## src/rtl/im_port_arbiter.sv

```systemverilog
// Arbiter for the single-port instruction memory: IF fetch vs. program loader/debug port.
// Fetch has priority, a starvation counter bounds loader wait, and hold mode gives the loader exclusive access.
module im_port_arbiter #(
    parameter int ADDR_W   = 10,
    parameter int MAX_WAIT = 4
) (
    input  logic              clk,
    input  logic              rst_n,
    input  logic              if_req,
    input  logic [31:0]       if_addr,
    output logic              if_gnt,
    output logic              if_valid,
    output logic [31:0]       if_instr,
    output logic              if_misalign,
    output logic              stall_if,
    input  logic              ld_req,
    input  logic              ld_we,
    input  logic [31:0]       ld_addr,
    input  logic [31:0]       ld_wdata,
    input  logic              ld_hold,
    output logic              ld_gnt,
    output logic              ld_valid,
    output logic [31:0]       ld_rdata,
    output logic              ld_mode,
    output logic [ADDR_W-1:0] mem_addr,
    output logic              mem_we,
    output logic [31:0]       mem_wdata,
    input  logic [31:0]       mem_rdata
);

    typedef enum logic {RUN, LOAD} state_t;

    localparam logic [3:0] MAX_W = 4'(MAX_WAIT);

    state_t            state_reg, state_next;
    logic [3:0]        wait_cnt_reg, wait_cnt_next;
    logic              if_gnt_raw, ld_gnt_raw;
    logic              if_valid_reg, ld_valid_reg, if_misalign_reg, ld_mode_reg;
    logic [31:0]       if_instr_reg, ld_rdata_reg;
    logic [ADDR_W-1:0] if_word, ld_word;
    logic              unused_addr_bits;

    assign if_word = if_addr[ADDR_W+1:2];
    assign ld_word = ld_addr[ADDR_W+1:2];
    assign unused_addr_bits = ^{if_addr[31:ADDR_W+2], ld_addr[31:ADDR_W+2], ld_addr[1:0]};

    always_comb begin
        state_next    = state_reg;
        if_gnt_raw    = 1'b0;
        ld_gnt_raw    = 1'b0;
        wait_cnt_next = 4'd0;
        case (state_reg)
            RUN: begin
                if (ld_hold)
                    state_next = LOAD;
                if (ld_req && (!if_req || wait_cnt_reg == MAX_W))
                    ld_gnt_raw = 1'b1;
                else if (if_req)
                    if_gnt_raw = 1'b1;
            end
            LOAD: begin
                if (!ld_hold)
                    state_next = RUN;
                ld_gnt_raw = ld_req;
            end
            default: state_next = RUN;
        endcase
        // Count only denied loader cycles in RUN; entering or staying in LOAD keeps it clear.
        if (state_next == RUN && ld_req && !ld_gnt_raw)
            wait_cnt_next = (wait_cnt_reg == MAX_W) ? MAX_W : wait_cnt_reg + 4'd1;
    end

    // Combinational outputs are forced low while reset is asserted.
    assign if_gnt    = rst_n & if_gnt_raw;
    assign ld_gnt    = rst_n & ld_gnt_raw;
    assign stall_if  = rst_n & if_req & ~if_gnt_raw;
    assign mem_we    = ld_gnt & ld_we;
    assign mem_wdata = ld_gnt ? ld_wdata : 32'd0;
    assign mem_addr  = if_gnt ? if_word : (ld_gnt ? ld_word : '0);

    always_ff @(posedge clk or negedge rst_n) begin
        if (!rst_n) begin
            state_reg       <= RUN;
            wait_cnt_reg    <= 4'd0;
            ld_mode_reg     <= 1'b0;
            if_valid_reg    <= 1'b0;
            if_instr_reg    <= 32'd0;
            if_misalign_reg <= 1'b0;
            ld_valid_reg    <= 1'b0;
            ld_rdata_reg    <= 32'd0;
        end else begin
            state_reg    <= state_next;
            wait_cnt_reg <= wait_cnt_next;
            ld_mode_reg  <= (state_next == LOAD);
            if_valid_reg <= if_gnt;
            ld_valid_reg <= ld_gnt & ~ld_we;
            if (if_gnt) begin
                if_instr_reg    <= mem_rdata;
                if_misalign_reg <= (if_addr[1:0] != 2'b00);
            end
            if (ld_gnt && !ld_we)
                ld_rdata_reg <= mem_rdata;
        end
    end

    assign if_valid    = if_valid_reg;
    assign if_instr    = if_instr_reg;
    assign if_misalign = if_misalign_reg;
    assign ld_valid    = ld_valid_reg;
    assign ld_rdata    = ld_rdata_reg;
    assign ld_mode     = ld_mode_reg;

endmodule

```

## config.mk

```make
export PLATFORM = sky130hd
export DESIGN_NAME = im_port_arbiter
export DESIGN_NICKNAME = d
export VERILOG_FILES = /design/src/rtl/im_port_arbiter.sv
export SDC_FILE = /design/constraint.sdc
export NUM_CORES = 1
export LEC_CHECK = 0
export CAP_MARGIN = 10
export CORE_ASPECT_RATIO = 1.75
export CORE_MARGIN = 1.5
export CORE_UTILIZATION = 30
export CTS_CLUSTER_DIAMETER = 200
export DETAILED_ROUTE_END_ITERATION = 8
export PLACE_DENSITY = 0.8
export SYNTH_ARGS = -nofsm -noshare
export SYNTH_HDL_FRONTEND = slang
export SYNTH_SLANG_ARGS = --single-unit
```

## constraint.sdc

```tcl
create_clock -name clk -period 2.1 [get_ports clk]
set_clock_uncertainty 0.1 [all_clocks]
set_input_delay 0.525 -clock clk [delete_from_list [all_inputs] [get_ports clk]]
set_output_delay 0.525 -clock clk [all_outputs]
set_load 0.05 [all_outputs]
```

; ---- Yosys cells after proc, flatten, opt, wreduce, memory -nomap -nowiden
; Index checks and enable logic that the tools add are counted.
; Widths: inputs -> output; s select.
[word_totals]
output_inout_bits = 114
regBits = 72
wordCells = 39
in_bits = 134
[op_classes]
reduce_logical = 9
addsub = 1
n_eq_ne = 1
bitwise = 10
mux = 11
[ops]
columns = cell, n
row1 = $mux 32, 1
row2 = $mux 10, 2
row3 = $mux 4, 2
row4 = $and 1x1->1, 6
row5 = $mux 1, 5
row6 = $add 4x1->4 const B, 1
row7 = $eq 4x3->1 const B, 1
row8 = $logic_and 1x1->1, 4
row9 = $not 1->1, 4
row10 = $logic_not 1->1, 3
row11 = $pmux 1 s2, 1
row12 = $reduce_bool 2->1, 1
row13 = $logic_or 1x1->1, 1

; ---- Depth between registers and ports, before layout
[depth]
word_depth = 8
mapped_depth = 6
ltp_nobuf = 5

; ---- Worst setup path after synthesis
; OpenSTA, ideal clock, no wires.
[synth_timing]
path_kind = register -> output
from = reg, netlist name ld_mode
to = out mem_wdata[22]
arrival_ns = 2.307
n_path_buf = 1
stages_incl_launch_ff = 5
required_ns = 1.475
path_slack_ns = -0.832
path_cell_list = dfrtp_1 -> nor2b_1 -> a21oi_2 -> clkbuf_1 -> and2_1
[synth_lines]
columns = item, line_no
row1 = to (decl), 27  ; output logic [31:0] mem_wdata,

; ---- Worst setup path in the final report
[layout_timing]
from = reg wait_cnt_reg[0]
to = out mem_wdata[16]
[layout_between]
elab_chain_len = 7
[layout_rtl]
columns = item, line_no
row1 = from (decl), 36  ; logic [3:0] wait_cnt_reg, wait_cnt_next;
row2 = from (signal assigned), 93  ; wait_cnt_reg <= wait_cnt_next;
row3 = $eq 4x3->1, 56  ; if (ld_req && (!if_req || wait_cnt_reg == MAX_W))
row4 = $logic_or 1x1->1, 56
row5 = $logic_and 1x1->1, 56
row6 = $mux 1, 56
row7 = $pmux 1 s2, 52  ; case (state_reg)
row8 = $and 1x1->1, 75  ; assign ld_gnt = rst_n & ld_gnt_raw;
row9 = $mux 32, 78  ; assign mem_wdata = ld_gnt ? ld_wdata : 32'd0;
; Every way passes these cells.

==> flow_metrics.py <==
metrics = {
    "critical_path": {
        "crit_chain": "inv_2 > ha_4 > nand3b_1 > a21oi_4 > buf_12 > buf_16 > and2_4 > buf_12",
        "end_kind": "output port",
        "worstRegToRegCells": 7,
        "worstPathArrival_ps": 1850,
        "r2r_slack_ps": 70,
        "r2r_start": "wait_cnt_reg[0]$_DFF_PN0_",
        "critical_path.startpoint": "wait_cnt_reg[0]$_DFF_PN0_",
        "path_max_fanout": 16,
        "worstSetupPathDepth": 8,
        "slowest_delay_ps": 390,
        "crit_required_ps": 1470,
        "crit_type": "reg -> out",
        "r2r_end": "ld_rdata[6]$_DFFE_PN0P_",
        "cpMostUsedCell": "buf_12",
        "slowest_stage": "dfrtp_1",
        "cp_top_family": "buffers and inverters",
        "startpoint_type": "register",
        "path_buf_inv": 4,
    },
    "place": {
        "routabilityCongestion": 0.750,
        "dp_hpwl_um": 7820,
        "portBuffers": 205,
        "dp_cells": 556,
    },
    "detailed_routing": {
        "num_vias": 2654,
        "wl_per_cell_um": 17.7,
        "firstDrtPassIters": 3,
        "drt-total-wl_um": 10300,
        "drtIter0Drc": 80,
        "drc_errors": 0,
        "viasPerCell": 4.58,
        "drtAntennaViolNets": 0,
    },
    "clock_tree": {
        "cts_made_buffers": 9,
        "h-tree-depth": 3,
        "clkTransAtPathRegs_ps": 60,
        "cts.sinks": 72,
        "cts_tree": "yes",
        "clk_latency_ps": 320,
        "clockBufferDepth": 2,
        "clockRootBuffer": "clkbuf_16",
    },
    "synth": {
        "synth_cells": 219,
        "synth_warnings": 0,
        "synth-main-ff-cell": "dfrtp_1",
        "ys_seq_area_share_pct": 58.0,
        "synth_edf_count": 0,
        "ys_async_sr_fraction_pct": 100,
        "syn-cell-area_um2": 3110,
        "synth_area_per_cell_um2": 14.2,
        "synthesis.nets": 355,
        "ys_seq_elements": 72,
        "synth_cell_types": 24,
    },
    "grt": {
        "grt_max_degree": 73,
        "grt_first_pass_wirelength_um": 14900,
        "grt_pass1_vias": 2929,
        "overflow": 0,
        "grt_util_all_layers_pct": 18.1,
        "antenna_found_initial": 0,
    },
    "floorplan": {
        "num_io_pins": 248,
        "start_util_pct": 30.5,
        "fp.dieW_um": 79.9,
        "dieHeight_um": 138,
        "die_area_um2": 11000,
        "placement_rows": 49,
        "coreArea_um2": 10200,
    },
    "job": {
        "maxCapViolCount": 0,
    },
    "timing": {
        "worst_pin_slew_ps": 915,
        "rsz0062_at_grt": "yes",
        "final.period_utilization_pct": 118,
        "final-setup-viol-count": 46,
        "slew_headroom_pct": 39.0,
        "min_period_ps": 2470,
        "hold_viol_final": 0,
        "whs_ps": 376,
        "drv_slew": 0,
        "fmax_mhz": 404,
        "setup_ws_ps": -373,
    },
    "power_and_ir_drop": {
        "ir_drop_mv": 0.563,
        "power.leakage_nw": 2.79,
        "power_mw": 5.57,
        "cellPowerDensity_nw_per_um2": 884,
    },
    "status": {
        "violations": "negative setup slack",
        "status": "complete, but fails checks",
    },
    "min_path": {
        "hold_class": "in -> async",
    },
    "layout": {
        "fin_util_pct": 61.9,
        "diodes": 0,
        "mostFrequentLayoutCells": "88 x clkdlybuf4s50_1, 79 x buf_4, 71 x dfrtp_1",
        "drive_gt1_share_pct": 58.6,
        "instances_no_fill": 579,
        "nNetsFinal": 583,
        "final_common_cell": "clkdlybuf4s50_1",
        "synthToLayoutAreaGrowth_pct": 103,
    },
}
[worst max-delay path by stage]
stage	slack [ps]	end
2_1_floorplan	-190	mem_addr[1]
3_3_place_gp	-480	mem_addr[8]
3_5_place_dp	-500	mem_addr[5]
4_1_cts	-390	mem_wdata[2]
5_1_grt	-450	mem_wdata[16]
6_report	-370	mem_wdata[16]
[per-stage QoR]
step / worst slack [ps] / area, µm² / TNS [ps]
floorplan: -195 / 3350 / -5730
global placement: -480 / 5860 / -40630
detailed placement: -502 / 5860 / -43190
CTS: -393 / 6290 / -16160
global route: -452 / 6300 / -18840
finish: -373 / 6300 / -15400
[where the power goes]
| group | switching, mW | internal [mW] | total [mW] |
|---|---|---|---|
| Sequential | 0.137 | 1.64 | 1.78 |
| Clock | 0.565 | 0.923 | 1.49 |
| Combinational | 1.41 | 0.892 | 2.30 |
| Total | 2.12 | 3.46 | 5.57 |
[synth_stat cells, drive strengths merged, types with 2 or more instances]
master | n | area [µm²]
and2 | 33 | 206
nand2 | 3 | 11.3
inv | 5 | 18.8
nor2 | 6 | 22.5
a22o | 10 | 87.6
ha | 2 | 25.0
dfrtp | 72 | 1800
a211oi | 2 | 40.0
mux2 | 64 | 721
clkbuf | 3 | 11.3
a21oi | 3 | 18.8
buf | 8 | 80.1
[layer usage]
metal  track usage, %  up-vias  routed length [µm]
met3             6.09       11                1040
met4             6.61        0                 161
met1             15.5     1291                3030
li1                 -     1210                   -
met5                0        -                   0
met2             36.9      142                6040
[layout make-up]
| cell class | count | area (µm²) |
|---|---|---|
| timing repair buffer | 228 | 2630 |
| clock inverter | 6 | 67.6 |
| clock buffer | 10 | 229 |
| inverter | 5 | 18.8 |
| multi-input combinational | 131 | 1400 |
| sequential | 72 | 1800 |
| tap | 127 | 159 |
| fill | 798 | 3870 |
[cell families (layout without fill, tap and decap cells)]
logic type / count (synthesis) / after routing / share of synthesized area [%]
AO/OA/AOI/OAI: 15 / 15 / 4.71
flip-flops: 72 / 72 / 58.0
adder cells (fa/ha/maj): 2 / 2 / 0.805
multiplexers: 65 / 65 / 23.5
buffers and inverters: 16 / 249 / 3.54
XOR/XNOR: 1 / 1 / 0.282
AND/OR/NAND/NOR: 48 / 48 / 9.18
[repair_timing]
| action | in CTS | in global routing |
|---|---|---|
| pin swaps | 2 | 2 |
| setup buffers | 5 | 1 |
| hold buffers | 0 | 0 |
| endpoints found under the setup margin | 95 | 91 |
| gates cloned | 2 | 0 |
| gates resized for setup | 15 | 3 |
(Power assumes the default switching activity.)
